### config.mk
export PLATFORM = sky130hd
export DESIGN_NAME = seq_pattern_tx
export DESIGN_NICKNAME = d
export VERILOG_FILES = /design/src/rtl/seq_pattern_tx.sv
export SDC_FILE = /design/constraint.sdc
export NUM_CORES = 1
export LEC_CHECK = 0
export CAP_MARGIN = 25
export CORE_MARGIN = 1.5
export CORE_UTILIZATION = 25
export DETAILED_ROUTE_END_ITERATION = 16
export GPL_TIMING_DRIVEN = 0
export PLACE_DENSITY = 0.5
export SKIP_LAST_GASP = 1
export SYNTH_ARGS = -nofsm -noshare
export SYNTH_HDL_FRONTEND = slang
export SYNTH_SLANG_ARGS = --single-unit
### constraint.sdc
create_clock -name clk -period 4.89 [get_ports clk]
set_input_delay 0.978 -clock clk [delete_from_list [all_inputs] [get_ports clk]]
set_output_delay 0.978 -clock clk [all_outputs]
set_load 0.02 [all_outputs]
### src/rtl/seq_pattern_tx.sv
// Serial pattern transmitter: loads a W-bit pattern over valid/ready, then shifts
// len bits out MSB-first, reps times, with GAP idle cycles between repeats.
module seq_pattern_tx #(
  parameter int W   = 8,
  parameter int LW  = 4,
  parameter int CW  = 4,
  parameter int GAP = 2
) (
  input  logic          clk,
  input  logic          reset,
  input  logic          load_valid,
  output logic          load_ready,
  input  logic [W-1:0]  pattern,
  input  logic [LW-1:0] len,
  input  logic [CW-1:0] reps,
  output logic          dout,
  output logic          dout_valid,
  output logic          last_bit,
  output logic          busy,
  output logic          done
);

  localparam int GCW = (GAP > 1) ? $clog2(GAP) : 1;
  localparam logic [LW-1:0]  LEN_MAX  = LW'(W);
  localparam logic [GCW-1:0] GAP_LAST = GCW'((GAP > 0) ? GAP - 1 : 0);

  typedef enum logic [1:0] {ST_IDLE, ST_SEND, ST_GAP} state_t;

  state_t         state, state_nxt;
  logic [W-1:0]   pat_q, pat_nxt;
  logic [LW-1:0]  len_q, len_nxt;
  logic [LW-1:0]  idx, idx_nxt;
  logic [CW-1:0]  rep_cnt, rep_nxt;
  logic [GCW-1:0] gap_cnt, gap_nxt;
  logic           dout_nxt, valid_nxt, last_nxt, done_nxt;
  logic [LW-1:0]  len_eff;
  logic [CW-1:0]  reps_eff;
  logic [W-1:0]   shifted;

  assign load_ready = (state == ST_IDLE);
  assign busy       = (state != ST_IDLE);

  // Outputs are computed one cycle ahead so dout/dout_valid/last_bit line up
  // with the state: SEND cycles are exactly the cycles carrying a valid bit.
  always_comb begin
    len_eff   = (len > LEN_MAX) ? LEN_MAX : len;
    reps_eff  = (reps == '0) ? CW'(1) : reps;
    state_nxt = state;
    pat_nxt   = pat_q;
    len_nxt   = len_q;
    idx_nxt   = idx;
    rep_nxt   = rep_cnt;
    gap_nxt   = gap_cnt;
    valid_nxt = 1'b0;
    done_nxt  = 1'b0;
    case (state)
      ST_IDLE: begin
        if (load_valid) begin
          pat_nxt = pattern;
          len_nxt = len_eff;
          rep_nxt = reps_eff - CW'(1);
          if (len_eff == '0) begin
            done_nxt = 1'b1;
          end else begin
            state_nxt = ST_SEND;
            idx_nxt   = len_eff - LW'(1);
            valid_nxt = 1'b1;
          end
        end
      end
      ST_SEND: begin
        if (idx != '0) begin
          idx_nxt   = idx - LW'(1);
          valid_nxt = 1'b1;
        end else if (rep_cnt == '0) begin
          state_nxt = ST_IDLE;
          done_nxt  = 1'b1;
        end else begin
          rep_nxt = rep_cnt - CW'(1);
          if (GAP > 0) begin
            state_nxt = ST_GAP;
            gap_nxt   = GAP_LAST;
          end else begin
            idx_nxt   = len_q - LW'(1);
            valid_nxt = 1'b1;
          end
        end
      end
      ST_GAP: begin
        if (gap_cnt == '0) begin
          state_nxt = ST_SEND;
          idx_nxt   = len_q - LW'(1);
          valid_nxt = 1'b1;
        end else begin
          gap_nxt = gap_cnt - GCW'(1);
        end
      end
      default: state_nxt = ST_IDLE;
    endcase
    shifted  = pat_nxt >> idx_nxt;
    dout_nxt = valid_nxt & shifted[0];
    last_nxt = valid_nxt && (idx_nxt == '0) && (rep_nxt == '0);
  end

  always_ff @(posedge clk or posedge reset) begin
    if (reset) begin
      state      <= ST_IDLE;
      pat_q      <= '0;
      len_q      <= '0;
      idx        <= '0;
      rep_cnt    <= '0;
      gap_cnt    <= '0;
      dout       <= 1'b0;
      dout_valid <= 1'b0;
      last_bit   <= 1'b0;
      done       <= 1'b0;
    end else begin
      state      <= state_nxt;
      pat_q      <= pat_nxt;
      len_q      <= len_nxt;
      idx        <= idx_nxt;
      rep_cnt    <= rep_nxt;
      gap_cnt    <= gap_nxt;
      dout       <= dout_nxt;
      dout_valid <= valid_nxt;
      last_bit   <= last_nxt;
      done       <= done_nxt;
    end
  end

endmodule

-- Word-level counts from Yosys, hierarchy flattened
Cells that the tools add are included.
- register bits after elaboration: 27
- bits of input ports: 19
- $add $sub $neg: 6
- $lt $le $gt $ge: 1
- eq/ne operators: 7
- shifts and indexed selects: 1
- muxes and demuxes: 33
- bitwise gates (word level): 1
- reduce and logical (&&, ||, !) cells: 14
- operator list (operator ; count):
    $mux W4 ; 9
    $logic_not A4 Y1 ; 5
    $sub A4 B1 Y4 const B ; 5
    $mux W8 ; 2
    $pmux W4 S3 ; 1
    $mux W1 ; 11
    $mux W2 ; 5
    $ne A2 B2 Y1 const B ; 5
    $pmux W4 S2 ; 1
    $shr A8 B4 Y1 ; 1
    $pmux W2 S3 ; 1
    $gt A4 B4 Y1 const B ; 1
    $pmux W1 S2 ; 2
    $reduce_and A4 Y1 ; 1
    $reduce_bool A2 Y1 ; 2
    $reduce_bool A4 Y1 ; 1
    $pmux W1 S3 ; 1
    $reduce_and A3 Y1 ; 1
    $eq A2 B1 Y1 const B ; 1
    $eq A2 B2 Y1 const B ; 1
    $logic_and A1 B1 Y1 ; 2
    $logic_not A2 Y1 ; 1
    $reduce_and A2 Y1 ; 1
    $and A1 B1 Y1 ; 1
    $sub A1 B1 Y1 const B ; 1

-- Depth between registers and ports, before layout
Gate-level depths: netlist of run 1.
- depth in word-level cells: 9
- mapped depth: 10
- mapped depth without buffers: 9

-- Least setup slack after synthesis of run 1
No wires, ideal clock.
- kind: input to register
- start: in len[3]
- end: reg dout
- data arrival time: 2891 ps
- required time: 4768 ps
- path slack: 1877 ps
- stages: 10
- path buffers: 1
- cell sequence: clkbuf_1 -> nor2b_1 -> inv_1 -> ha_1 -> nor4b_1 -> o31a_4 -> a221o_1 -> o41ai_1 -> o22ai_2 -> a32o_1
- word-level cells in the longest chain between the ends: 8
- elaborated cells between the ends (all ways): 12
- RTL lines (item ; line ; source):
    start: declaration ; 14 ; input logic [LW-1:0] len,
    $gt A4 B4 Y1 ; 46 ; len_eff = (len > LEN_MAX) ? LEN_MAX : len;
    $mux W4 (*) ; 46 ;
    $sub A4 B1 Y4 / $logic_not A4 Y1 (equally long branches) ; 66, 62 ;
    $mux W4 (*) ; 62 ; if (len_eff == '0) begin
    $mux W4 (*) ; 58 ; if (load_valid) begin
    $pmux W4 S3 (*) ; 56 ; case (state)
    named net idx_nxt[0] ; 32 ; logic [LW-1:0] idx, idx_nxt;
    $shr A8 B4 Y1 (*) ; 100 ; shifted = pat_nxt >> idx_nxt;
    $and A1 B1 Y1 (*) ; 101 ; dout_nxt = valid_nxt & shifted[0];
    named net dout_nxt ; 35 ; logic dout_nxt, valid_nxt, last_nxt, done_nxt;
    end signal: assignment ; 124 ; dout <= dout_nxt;
    end: declaration ; 16 ; output logic dout,
Mark *: on every way through the listed nets, which the timed path passes. The rest lies on a longest branch.
A chain may end at the register's enable or synchronous reset.

-- Final worst setup path of run 1
- start: in len[0]
- end: reg dout
Same word-level chain as after synthesis.

==> reports/summary.txt, run 1 <==
CP Max Fanout: 6
kind of critical path: input pin to flop
Tightest Pin Transition: 0.539 ns
Internal: 0.000689 W
Rows: 29
number of port buffers: 23
CTS tree: built
Crit path buffers/inverters: 2
Die ar.: 0.00708 mm²
share of the synthesized area in the top cell type: 0.411
Worst-path clk slew: 0.10 ns
crit path max-delay cell type: clkdlybuf4s50_1
total gr overflow: 0
HP Start: pat_q[4]
RSZ-0062 raised after global routing: false
worst hold path endpoint: pat_q[4]
largest family of logic cells by synthesized area: simple AND/OR/NAND/NOR gates
r2r startpoint: idx[0]
GP Congestion: 0.758
Synth Area in Compound Gates: 0.194
sequential group share of total power: 0.317
ANT cells: 0
skew final: 0.00536 ns
commonest non-fill, non-tap cell in the layout: nand2_1
synthesized netlist cell count: 189
Initial Util: 0.259
Hold Buf Count CTS: 0
gr usage total: 0.120
Power Density: 603 mW/mm²
Worst Reg2Reg Path Length in Cells: 8
clk sinks: 27
Slew headroom: 0.640
hold crit path type: flop to flop
P_leak: 0.888 nW
DRC errors left: 0
worst path cell trace: clkdlybuf4s50_1 -> nor2b_1 -> inv_1 -> ha_1 -> nor4b_1 -> o31a_4 -> a221o_1 -> o41ai_1 -> o22ai_2 -> a32o_1
Adder-Cell Fraction of Synth Area: 0.0456
Detailed Route Iter0 Violations: 54
Syn. warnings: 0
Startpoint Class: input pin
Layout area overhead: 24.5%
via count: 1,463
CTS Buffer Depth: 2
clock latency on the worst-skew pair: 0.28 ns
CP required: 5.07 ns
Fin. Hold Viols: 0
Final ANT Viol Nets: 0
drt total wl: 4160 µm
Die Y: 84.1 µm
vias per cell: 4.98
core area: 0.00635 mm²
Final Critical Period: 3.35 ns
most frequent cells in the layout: nand2_1, dfrtp_1, clkdlybuf4s50_1
XOR/XNOR Fraction of Synth Area: 0.0160
vias in the first global route: 1,405
FF-to-FF setup slack: 2.47 ns
design area: 0.00205 mm²
fin. max-slew vios: 0
post-synthesis mux area share: 0.0122
Worst path max stage delay: 0.48 ns
Clk Tree Root Cell: clkbuf_8
hold depth: 2
Synth Area in Simple Gates: 0.266
Sw Ratio: 0.442
switching power: 0.000546 W
first-pass GRT wire length: 6870 µm
Final #Nets: 243
crit-path leading delay family: compound AO/OA/AOI/OAI gates
post-cts resize count: 0
outcome: completed
cts bufs inserted: 3
CP arrival: 3.53 ns
combinational share of power: 0.574
layout cells sized above 1: 0.0783
drt first pass iters: 4
Finish-stage setup viols: 0
detailed placer's ending HPWL: 3140 µm
placed inst area: 0.00200 mm²
syn nets: 214
Critical Path End Type: flop
Sum Neg Setup Slack: 0 ns
initial antenna violation count: 0
Peak VDD IR: 231 µV
H-Tree Depth: 1
Clock power frac: 0.109
mapped cell area: 0.00165 mm²
Synth cell types: 46
cell accounting for the most synthesized area: dfrtp_1
mean post-synth cell area: 8.71 µm²
fill count: 672
Die W: 84.1 µm
fmax: 0.299 GHz
period utilization: 0.685
IO Pins: 25
Avg WL per Cell: 14.1 µm
largest net degree at the start of global routing: 18
#FFs+latches synth: 27
register area share after synthesis: 0.411
Max-cap violations: 0
Post-CTS Setup Bufs: 0
largest cells by area after synthesis: dfrtp_1, nand2_1, ha_1
Reg-to-Reg End: dout
area by class of cell:
class / count / area (µm²) / area share
multi-input cells: 141 / 878 / 0.429
flip-flops and latches: 27 / 676 / 0.330
repair buffers: 24 / 258 / 0.126
well taps: 77 / 96.3 / 0.0470
plain buffers: 9 / 46.3 / 0.0226
inverters: 12 / 45.0 / 0.0220
clock buffers: 3 / 41.3 / 0.0202
clock inverters: 1 / 7.51 / 0.00367
logic make-up (layout without fill, tap and decap cells):
logic type                 after synthesis  in the layout
and+or+nand+nor                         87             87
xor gates and xnor gates                 3              3
muxes                                    2              2
adders and majority gates                6              6
buffers and inverters                   21             49
DFF                                     27             27
AOI/OAI and AO/OA                       43             43
worst reg2reg max path, delay by kind of cell (launching register included):
kind	cells	cell delay, ns
flip-flops	1	0.43
buffers and inverters	2	0.37
AO/OA/AOI/OAI	4	0.94
AND/OR/NAND/NOR	1	0.36
adder cells (fa/ha/maj)	1	0.22
registers in the layout (all words and copies together) (netlist names):
name	cells
dout_valid	1
state	2
dout	1
rep_cnt	4
last_bit	1
len_q	4
idx	4
pat_q	8
gap_cnt	1
done	1
stage by stage:
step	instances	setup slack (ns)	power, W	utilization	hold WS [ns]
finish	294	1.54	0.00124	0.323	0.485
global route	294	1.40	0.00134	0.323	0.521
CTS	294	1.52	0.00124	0.323	0.489
detailed placement	290	1.23	0.00111	0.315	0.464
global placement	289	1.22	0.00110	0.311	0.461
floorplan	189	1.88	0.000903	-	0.439
synthesized netlist by cell type (all sizes together):
| cell | count |
|---|---|
| and3b | 1 |
| and3 | 1 |
| nor3b | 4 |
| dfrtp | 27 |
| nand2 | 41 |
| o221ai | 3 |
| o21bai | 1 |
| o2111ai | 1 |
| nor4b | 1 |
| o21ai | 7 |
| or3 | 2 |
| ha | 6 |
| o211a | 1 |
| mux2i | 2 |
| clkbuf | 4 |
| a221o | 1 |
| o2111a | 1 |
| or3b | 4 |
| and4b | 1 |
| a21oi | 10 |
| nand2b | 4 |
| inv | 12 |
| o41ai | 1 |
| buf | 5 |
| o32ai | 1 |
| a32oi | 1 |
| o311ai | 2 |
| nor2b | 6 |
| a32o | 2 |
| nand3 | 3 |
| o31a | 2 |
| a31oi | 2 |
| a41o | 1 |
| nor4 | 3 |
| or2 | 1 |
| o22ai | 3 |
| nor2 | 8 |
| o21a | 2 |
| nor3 | 7 |
| o211ai | 1 |
| xnor2 | 3 |
how the worst max path moves through the flow:
stage,startpoint,to,slack (ns),cells past startpoint
floorplan,len[3],dout,1.88,10
global placement,len[0],dout,1.22,10
detailed placement,len[0],dout,1.23,10
CTS,len[0],dout,1.52,10
global route,len[0],dout,1.40,10
finish,len[0],dout,1.54,10
power by group through the flow:
| stage | clock network (W) | logic, W | registers [W] |
|---|---|---|---|
| 2_1_floorplan | 0 | 0.000516 | 0.000387 |
| 3_3_place_gp | 0 | 0.000700 | 0.000395 |
| 3_5_place_dp | 0 | 0.000709 | 0.000396 |
| 4_1_cts | 0.000138 | 0.000713 | 0.000391 |
| 5_1_grt | 0.000146 | 0.000792 | 0.000404 |
| 6_report | 0.000135 | 0.000709 | 0.000392 |
routing by layer:
metal | vias to the layer above | share of wire | track usage
met5 | - | 0 | 0
met4 | 0 | 0.010 | 0.0313
met3 | 4 | 0.049 | 0.0178
met2 | 33 | 0.43 | 0.183
met1 | 695 | 0.52 | 0.177
li1 | 731 | - | -
Power figures use the tool's default switching activity.
==> run 2, diff against run 1 <==
- clock period: 4.89 -> 3.25 ns (I/O delays scaled with it)
==> results of run 2 <==
Same layout as run 1 (identical final DEF). Status: completed.
Among the figures that moved: setup slack after placement 1.23 ns -> -0.0856 ns; setup slack after layout 1.54 ns -> 0.230 ns; register-to-register setup slack 2.47 ns -> 0.83 ns; total power 0.00124 W -> 0.00186 W; worst IR drop on VDD 231 µV -> 348 µV
